[config.mk]
export PLATFORM = sky130hd
export DESIGN_NAME = clock_display_scan
export DESIGN_NICKNAME = d
export VERILOG_FILES = /design/src/rtl/clock_display_scan.sv
export SDC_FILE = /design/constraint.sdc
export NUM_CORES = 1
export LEC_CHECK = 0
export ABC_AREA = 0
export CAP_MARGIN = 5
export CORE_UTILIZATION = 45
export DETAILED_ROUTE_END_ITERATION = 12
export DONT_BUFFER_PORTS = 1
export PLACE_DENSITY = 0.65
export RECOVER_POWER = 50
export SETUP_SLACK_MARGIN = 0.15
export SLEW_MARGIN = 10
export SYNTH_ARGS = -nofsm -noshare
export SYNTH_HDL_FRONTEND = slang
export SYNTH_SLANG_ARGS = --single-unit
[constraint.sdc]
create_clock -name clk -period 2.4 [get_ports clk]
set_clock_uncertainty 0.05 [all_clocks]
set_input_delay 0.36 -clock clk [delete_from_list [all_inputs] [get_ports clk]]
set_output_delay 0.36 -clock clk [all_outputs]
set_load 0.02 [all_outputs]
[src/rtl/clock_display_scan.sv]
// Six-digit multiplexed 7-segment scanner for the alarm clock display.
// Optional macro CLOCK_DISPLAY_LZB_EN blanks a zero hour-tens digit.
module clock_display_scan #(
  parameter int REFRESH_DIV = 50000,
  parameter int GUARD       = 2,
  parameter int BLINK_TICKS = 500
) (
  input  logic       clk,
  input  logic       reset,
  input  logic [1:0] hour_msb,
  input  logic [3:0] hour_lsb,
  input  logic [3:0] min_msb,
  input  logic [3:0] min_lsb,
  input  logic [3:0] sec_msb,
  input  logic [3:0] sec_lsb,
  input  logic       alarm,
  output logic [5:0] an_n,
  output logic [6:0] seg_n,
  output logic       dp_n
);

  localparam int CW =
    (REFRESH_DIV > 1) ? $clog2(REFRESH_DIV) : 1;
  localparam int BW =
    (BLINK_TICKS > 1) ? $clog2(BLINK_TICKS) : 1;

  logic [CW-1:0]      r_cnt;
  logic [2:0]         r_idx;
  logic [BW-1:0]      r_bcnt;
  logic               r_phase;
  logic [5:0][3:0]    r_lat;

  logic               w_tick;
  logic               w_guard;
  logic               w_blank;
  logic               w_lzb;
  logic [3:0]         w_dig;
  logic [6:0]         w_seg;
  logic [5:0]         w_an_nxt;
  logic [6:0]         w_seg_nxt;
  logic               w_dp_nxt;

  assign w_tick  = (r_cnt == CW'(REFRESH_DIV - 1));
  assign w_guard = (r_cnt < CW'(GUARD));
  // Gate with the live alarm so dropping it restores the display at once
  assign w_blank = r_phase & alarm;
  assign w_dig   = r_lat[r_idx];

  always_ff @(posedge clk or posedge reset) begin
    if (reset) begin
      r_cnt <= '0;
      r_idx <= '0;
    end else if (w_tick) begin
      r_cnt <= '0;
      r_idx <= (r_idx == 3'd5) ? 3'd0 : r_idx + 3'd1;
    end else begin
      r_cnt <= r_cnt + 1'b1;
    end
  end

  // Whole-frame snapshot keeps a frame from mixing two different times
  always_ff @(posedge clk or posedge reset) begin
    if (reset) begin
      r_lat <= '0;
    end else if (w_tick && r_idx == 3'd5) begin
      r_lat[0] <= sec_lsb;
      r_lat[1] <= sec_msb;
      r_lat[2] <= min_lsb;
      r_lat[3] <= min_msb;
      r_lat[4] <= hour_lsb;
      r_lat[5] <= {2'b00, hour_msb};
    end
  end

  always_ff @(posedge clk or posedge reset) begin
    if (reset) begin
      r_bcnt  <= '0;
      r_phase <= 1'b0;
    end else if (!alarm) begin
      r_bcnt  <= '0;
      r_phase <= 1'b0;
    end else if (w_tick) begin
      if (r_bcnt == BW'(BLINK_TICKS - 1)) begin
        r_bcnt  <= '0;
        r_phase <= ~r_phase;
      end else begin
        r_bcnt <= r_bcnt + 1'b1;
      end
    end
  end

  always_comb begin
    w_seg = 7'b0111111;
    unique case (w_dig)
      4'd0: w_seg = 7'b1000000;
      4'd1: w_seg = 7'b1111001;
      4'd2: w_seg = 7'b0100100;
      4'd3: w_seg = 7'b0110000;
      4'd4: w_seg = 7'b0011001;
      4'd5: w_seg = 7'b0010010;
      4'd6: w_seg = 7'b0000010;
      4'd7: w_seg = 7'b1111000;
      4'd8: w_seg = 7'b0000000;
      4'd9: w_seg = 7'b0010000;
      default: w_seg = 7'b0111111;
    endcase
  end

  always_comb begin
    w_lzb = 1'b0;
`ifdef CLOCK_DISPLAY_LZB_EN
    w_lzb = (r_idx == 3'd5) && (r_lat[5] == 4'd0);
`endif
  end

  always_comb begin
    w_an_nxt  = 6'b111111;
    w_seg_nxt = w_seg;
    w_dp_nxt  = ~((r_idx == 3'd2) || (r_idx == 3'd4));
    if (!(w_guard || w_blank))
      w_an_nxt = ~(6'd1 << r_idx);
    if (w_lzb) begin
      w_seg_nxt = 7'b1111111;
      w_dp_nxt  = 1'b1;
    end
  end

  always_ff @(posedge clk or posedge reset) begin
    if (reset) begin
      an_n  <= 6'b111111;
      seg_n <= 7'b1111111;
      dp_n  <= 1'b1;
    end else begin
      an_n  <= w_an_nxt;
      seg_n <= w_seg_nxt;
      dp_n  <= w_dp_nxt;
    end
  end

endmodule

[After elaboration in Yosys (flattened, before gate mapping)]
Memory sizes are Yosys's and may differ from the RTL's. A register that Yosys moved wholly into a read port is not among the register bits.
Cells that the tools add are included.
Widths: inputs -> output; s select.
Word-level totals
  bits in registers: 58
  bits in latches: 0
  RAM bits: 0
  memory bits (read-only): 112
  bits of input ports: 25
  output and inout bits: 14
  word-level logic and storage cells: 45
  memories kept: 1
Memory list
  (name not given): depth 16, width 7, read ports 1, clocked after Yosys merged registers in 1, write ports 0, RTL line 94  | unique case (w_dig)
Cells by class
  $add $sub $neg: 3
  $mul: 0
  divide/modulo/power cells: 0
  $lt $le $gt $ge: 2
  equality and inequality tests: 7
  shifts and indexed selects: 1
  muxes and demuxes: 11
  bitwise logic cells: 4
  reductions and logical operators: 4
Operator list (count)
  $mux 9: 3
  $add 16x1->16 const B: 1
  $eq 16x16->1 const B: 1
  $lt 16x2->1 const B: 1
  $mux 16: 1
  $bmux 4 s3: 1
  $add 9x1->9 const B: 1
  $eq 9x9->1 const B: 1
  $eq 3x3->1 const B: 2
  $mux 6: 1
  $not 6->6: 1
  $shl 1x3->6 const A: 1
  $lt 3x4->1 const B: 1
  $mux 4: 1
  $ne 2x1->1 const B: 2
  $add 3x1->3 const B: 1
  $eq 3x2->1 const B: 1
  $mux 1: 3
  $mux 3: 1
  $logic_or 1x1->1: 2
  $not 1->1: 2
  $reduce_and 2->1: 1
  $and 1x1->1: 1
  $logic_and 1x1->1: 1

[Logic depth before layout (Yosys ltp)]
  word-level depth: 4
  mapped depth: 9
  depth with buffers taken out: 7

[Worst setup path before layout]
OpenSTA, ideal clock, no wires.
  path kind: reg-to-reg
  start: register r_idx[2]
  end: register seg_n[4]
  setup time: 0.083 ns
  data arrival time: 2.146 ns
  required time: 2.267 ns
  path slack: 0.121 ns
  stages on the path, launching flop included: 10
  path buffers: 2
  clock period less this slack: 2.279 ns
  cell sequence: dfrtp_1 -> clkbuf_1 -> buf_2 -> mux2i_1 -> o2bb2ai_1 -> mux2i_1 -> inv_1 -> ha_1 -> mux2_2 -> a22oi_1
On the way
  word-level cells in the longest chain between the ends: 2
RTL lines
  start: declaration: RTL line 28  | logic [2:0] r_idx;
  start signal: assignment: RTL line 55  | r_idx <= (r_idx == 3'd5) ? 3'd0 : r_idx + 3'd1;
  $bmux 4 s3: RTL line 47  | assign w_dig = r_lat[r_idx];
  $mux 4 (implied by the code): RTL line 47
  end: declaration: RTL line 18  | output logic [6:0] seg_n,
Every way passes these cells. The select of a mux whose other input is x is not followed.
A chain may end at the register's enable or synchronous reset.

[Final worst setup path]
  start: register r_cnt[13]
  end: register r_lat[7] (netlist bit)
On the way
  word-level cells in the longest chain between the ends: 2
RTL lines
  start: declaration: RTL line 27  | logic [CW-1:0] r_cnt;
  start signal: assignment: RTL line 57  | r_cnt <= r_cnt + 1'b1;
  $eq 16x16->1: RTL line 43  | assign w_tick = (r_cnt == CW'(REFRESH_DIV - 1));
  $logic_and 1x1->1: RTL line 65  | end else if (w_tick && r_idx == 3'd5) begin
  end: declaration: RTL line 31  | logic [5:0][3:0] r_lat;
Every way passes these cells.

==> qor.yml <==
max_freq_mhz: 457
start_util_pct: 47.8
die-width_um: 85.1
syn_area_per_cell_sq_um: 11.6
rows: 29
synth_edf_count: 0
cp_top_family: "simple AND/OR/NAND/NOR gates"
grt_usage_pct: 17.4
drt.antenna.violating_nets: 0
grt_overflow: 0
fin_nets: 317
post-route-min-period_ns: 2.19
clock-sinks: 65
outcome: "finished, final reports clean"
final_cell_mix: "dfrtp_1, mux2_1, nand2_1"
cp_max_fo: 11
drive_gt1_share_pct: 16.3
synthArstFlopShare_pct: 100
routed.top_layer: "met4"
viasPerCell: 5.52
cts_setup_buffers: 0
final_common_cell: "dfrtp_1"
start_kind: "flip-flop"
ioPinCount: 39
gp_congestion: 0.782
cp_slowest_stage_delay_ns: 0.55
cp.buffers_inverters: 1
syn_inst: 267
wire_per_inst_um: 15.5
synthTopCellsByArea: "dfrtp_1, dfstp_2, mux2_1"
cts_tree: "built"
drt_iter0_drc: 82
fin_crit_sh_pct: 91.1
setup_viol: 0
synth_cell_types: 49
finalHoldViolations: 0
syn2layout_area_growth_pct: 14.4
route.final.wire_length_um: 5680
port_buffers: 0
drt-pass1-iter-count: 4
nFillCells: 571
synth_area_leader_cell: "dfrtp_1"
rsz0062_at_grt: "yes"
first_global_vias: 1960
p_total_w: 0.00223
grt_first_pass_wirelength_um: 9610
ys_seq_area_share_pct: 53.0
num_vias: 2019
vdd_ir_drop_max_v: 0.000563
yosysWarnings: 0
clk_pin_slew_ns: 0.07
drc_errors: 0
tns_ns: 0
synth_top_area_share_pct: 41.1
wl_met3_um: 218
antenna_found_initial: 0
p_per_area_mw_per_mm2: 627
worst_pin_slew_ns: 1.22
wl_met1_um: 2750
postSynthRegisterBits: 65
post-place-cells: 348
drv_cap: 0
hp-class: "input port to flip-flop"
synthesis.area_sq_mm: 0.00310
max_slew_margin_pct: 18.8
diodes: 0
grt_max_degree: 32
critPathRequiredTime_ns: 2.57
dpl.hpwl_um: 4030
cts_buffers: 9
crit_arrival_ns: 2.35
slew_violations: 0
slowest_stage: "or4_4"
endpoint_kind: "flip-flop"
path_cells: "or4_4, nor4_4, and2_4, nand2_2, clkbuf_16, mux2_1"
core_area_sq_mm: 0.00649
die_area_sq_mm: 0.00723
worst_hold_slack_ns: 0.0975
reg2reg_setup_slack_ns: 0.21
synth_ff_type: "dfrtp_1"
insertion_delay_ns: 0.34
htree_levels: 3
leakage_nw: 1.51
crit_type: "flip-flop to flip-flop"
clock_path_buffers: 2
finalNonFillerCells: 366
syn_nets: 300
final_util_pct: 54.7
die_h_um: 85.1
met2_length_um: 2630
root_buffer: "clkbuf_8"
-- registers in the layout (all words and copies together), names as in the netlist --
register,cells
seg_n,7
r_bcnt,9
r_cnt,16
r_lat,22
r_idx,3
dp_n,1
an_n,6
r_phase,1
-- layout make-up --
class                      count  area, sq um  share of cell area, %
multi-input combinational    184         1400                   39.3
tap                           77         96.3                   2.71
clock buffer                  16          223                   6.27
sequential                    65         1650                   46.3
inverter                       8         30.0                  0.845
timing repair buffer          16          163                   4.58
-- cells in the mapped netlist (4+ instances only) --
cell type and count:
nor2b_1 5, a22oi_1 4, dfstp_2 14, o21ai_0 8, a21oi_1 5, mux2_2 4, xnor2_1 8, inv_1 8
and3_1 6, and2_1 6, or3_1 4, dfrtp_1 51, a21boi_1 7, ha_1 8, nor2_1 15, nand2_1 16
mux2i_1 12, clkbuf_1 6, xor2_1 6, mux2_1 21, nand3_1 14
-- repair_timing --
item / in CTS / in global routing
resized for setup: 1 / 6
endpoints found under the setup margin: 2 / 26
pin swaps: 0 / 1
cloned: 0 / 1
endpoints found under the hold margin: 26 / 0
hold buffers: 1 / 0
-- worst paths after layout --
kind	from	endpoint	cells after the start
max	r_cnt[13]	r_lat[7]	6
min	sec_lsb[3]	r_lat[3]	1
max reg2reg	r_cnt[13]	r_lat[7]	6
min reg2reg	r_cnt[0]	r_cnt[0]	1
max in group asynchronous	reset	seg_n[5]	3
min in group asynchronous	reset	r_bcnt[6]	2
-- where the power goes --
part	leakage (nW)	internal, W	total, W	switching [W]
logic	0.614	0.0000392	0.0000888	0.0000496
registers	0.780	0.00113	0.00115	0.0000257
clock network	0.113	0.000588	0.000986	0.000398
total	1.51	0.00176	0.00223	0.000473
-- per-stage QoR --
| step | worst slack (ns) | instance area, sq um |
|---|---|---|
| final | 0.213 | 3550 |
| after global routing | 0.141 | 3550 |
| after floorplan | 0.228 | 3110 |
| after CTS | 0.188 | 3510 |
| after detailed placement | 0.142 | 3280 |
| after global placement | 0.131 | 3280 |
-- cell families after synthesis --
logic type,Yosys count,share of synthesized area [%]
flip-flops,65,53.0
XOR/XNOR,14,3.95
AND/OR/NAND/NOR,84,14.8
AO/OA/AOI/OAI,41,9.35
adder cells (fa/ha/maj),8,3.22
multiplexers,37,12.9
buffers and inverters,18,2.74
-- layer usage --
| metal | vias up | GRT usage (%) |
|---|---|---|
| met3 | 6 | 6.52 |
| met5 | - | 0 |
| met2 | 42 | 26.0 |
| li1 | 982 | - |
| met1 | 989 | 23.5 |
| met4 | 0 | 5.55 |
Power figures use the tool's default switching activity.
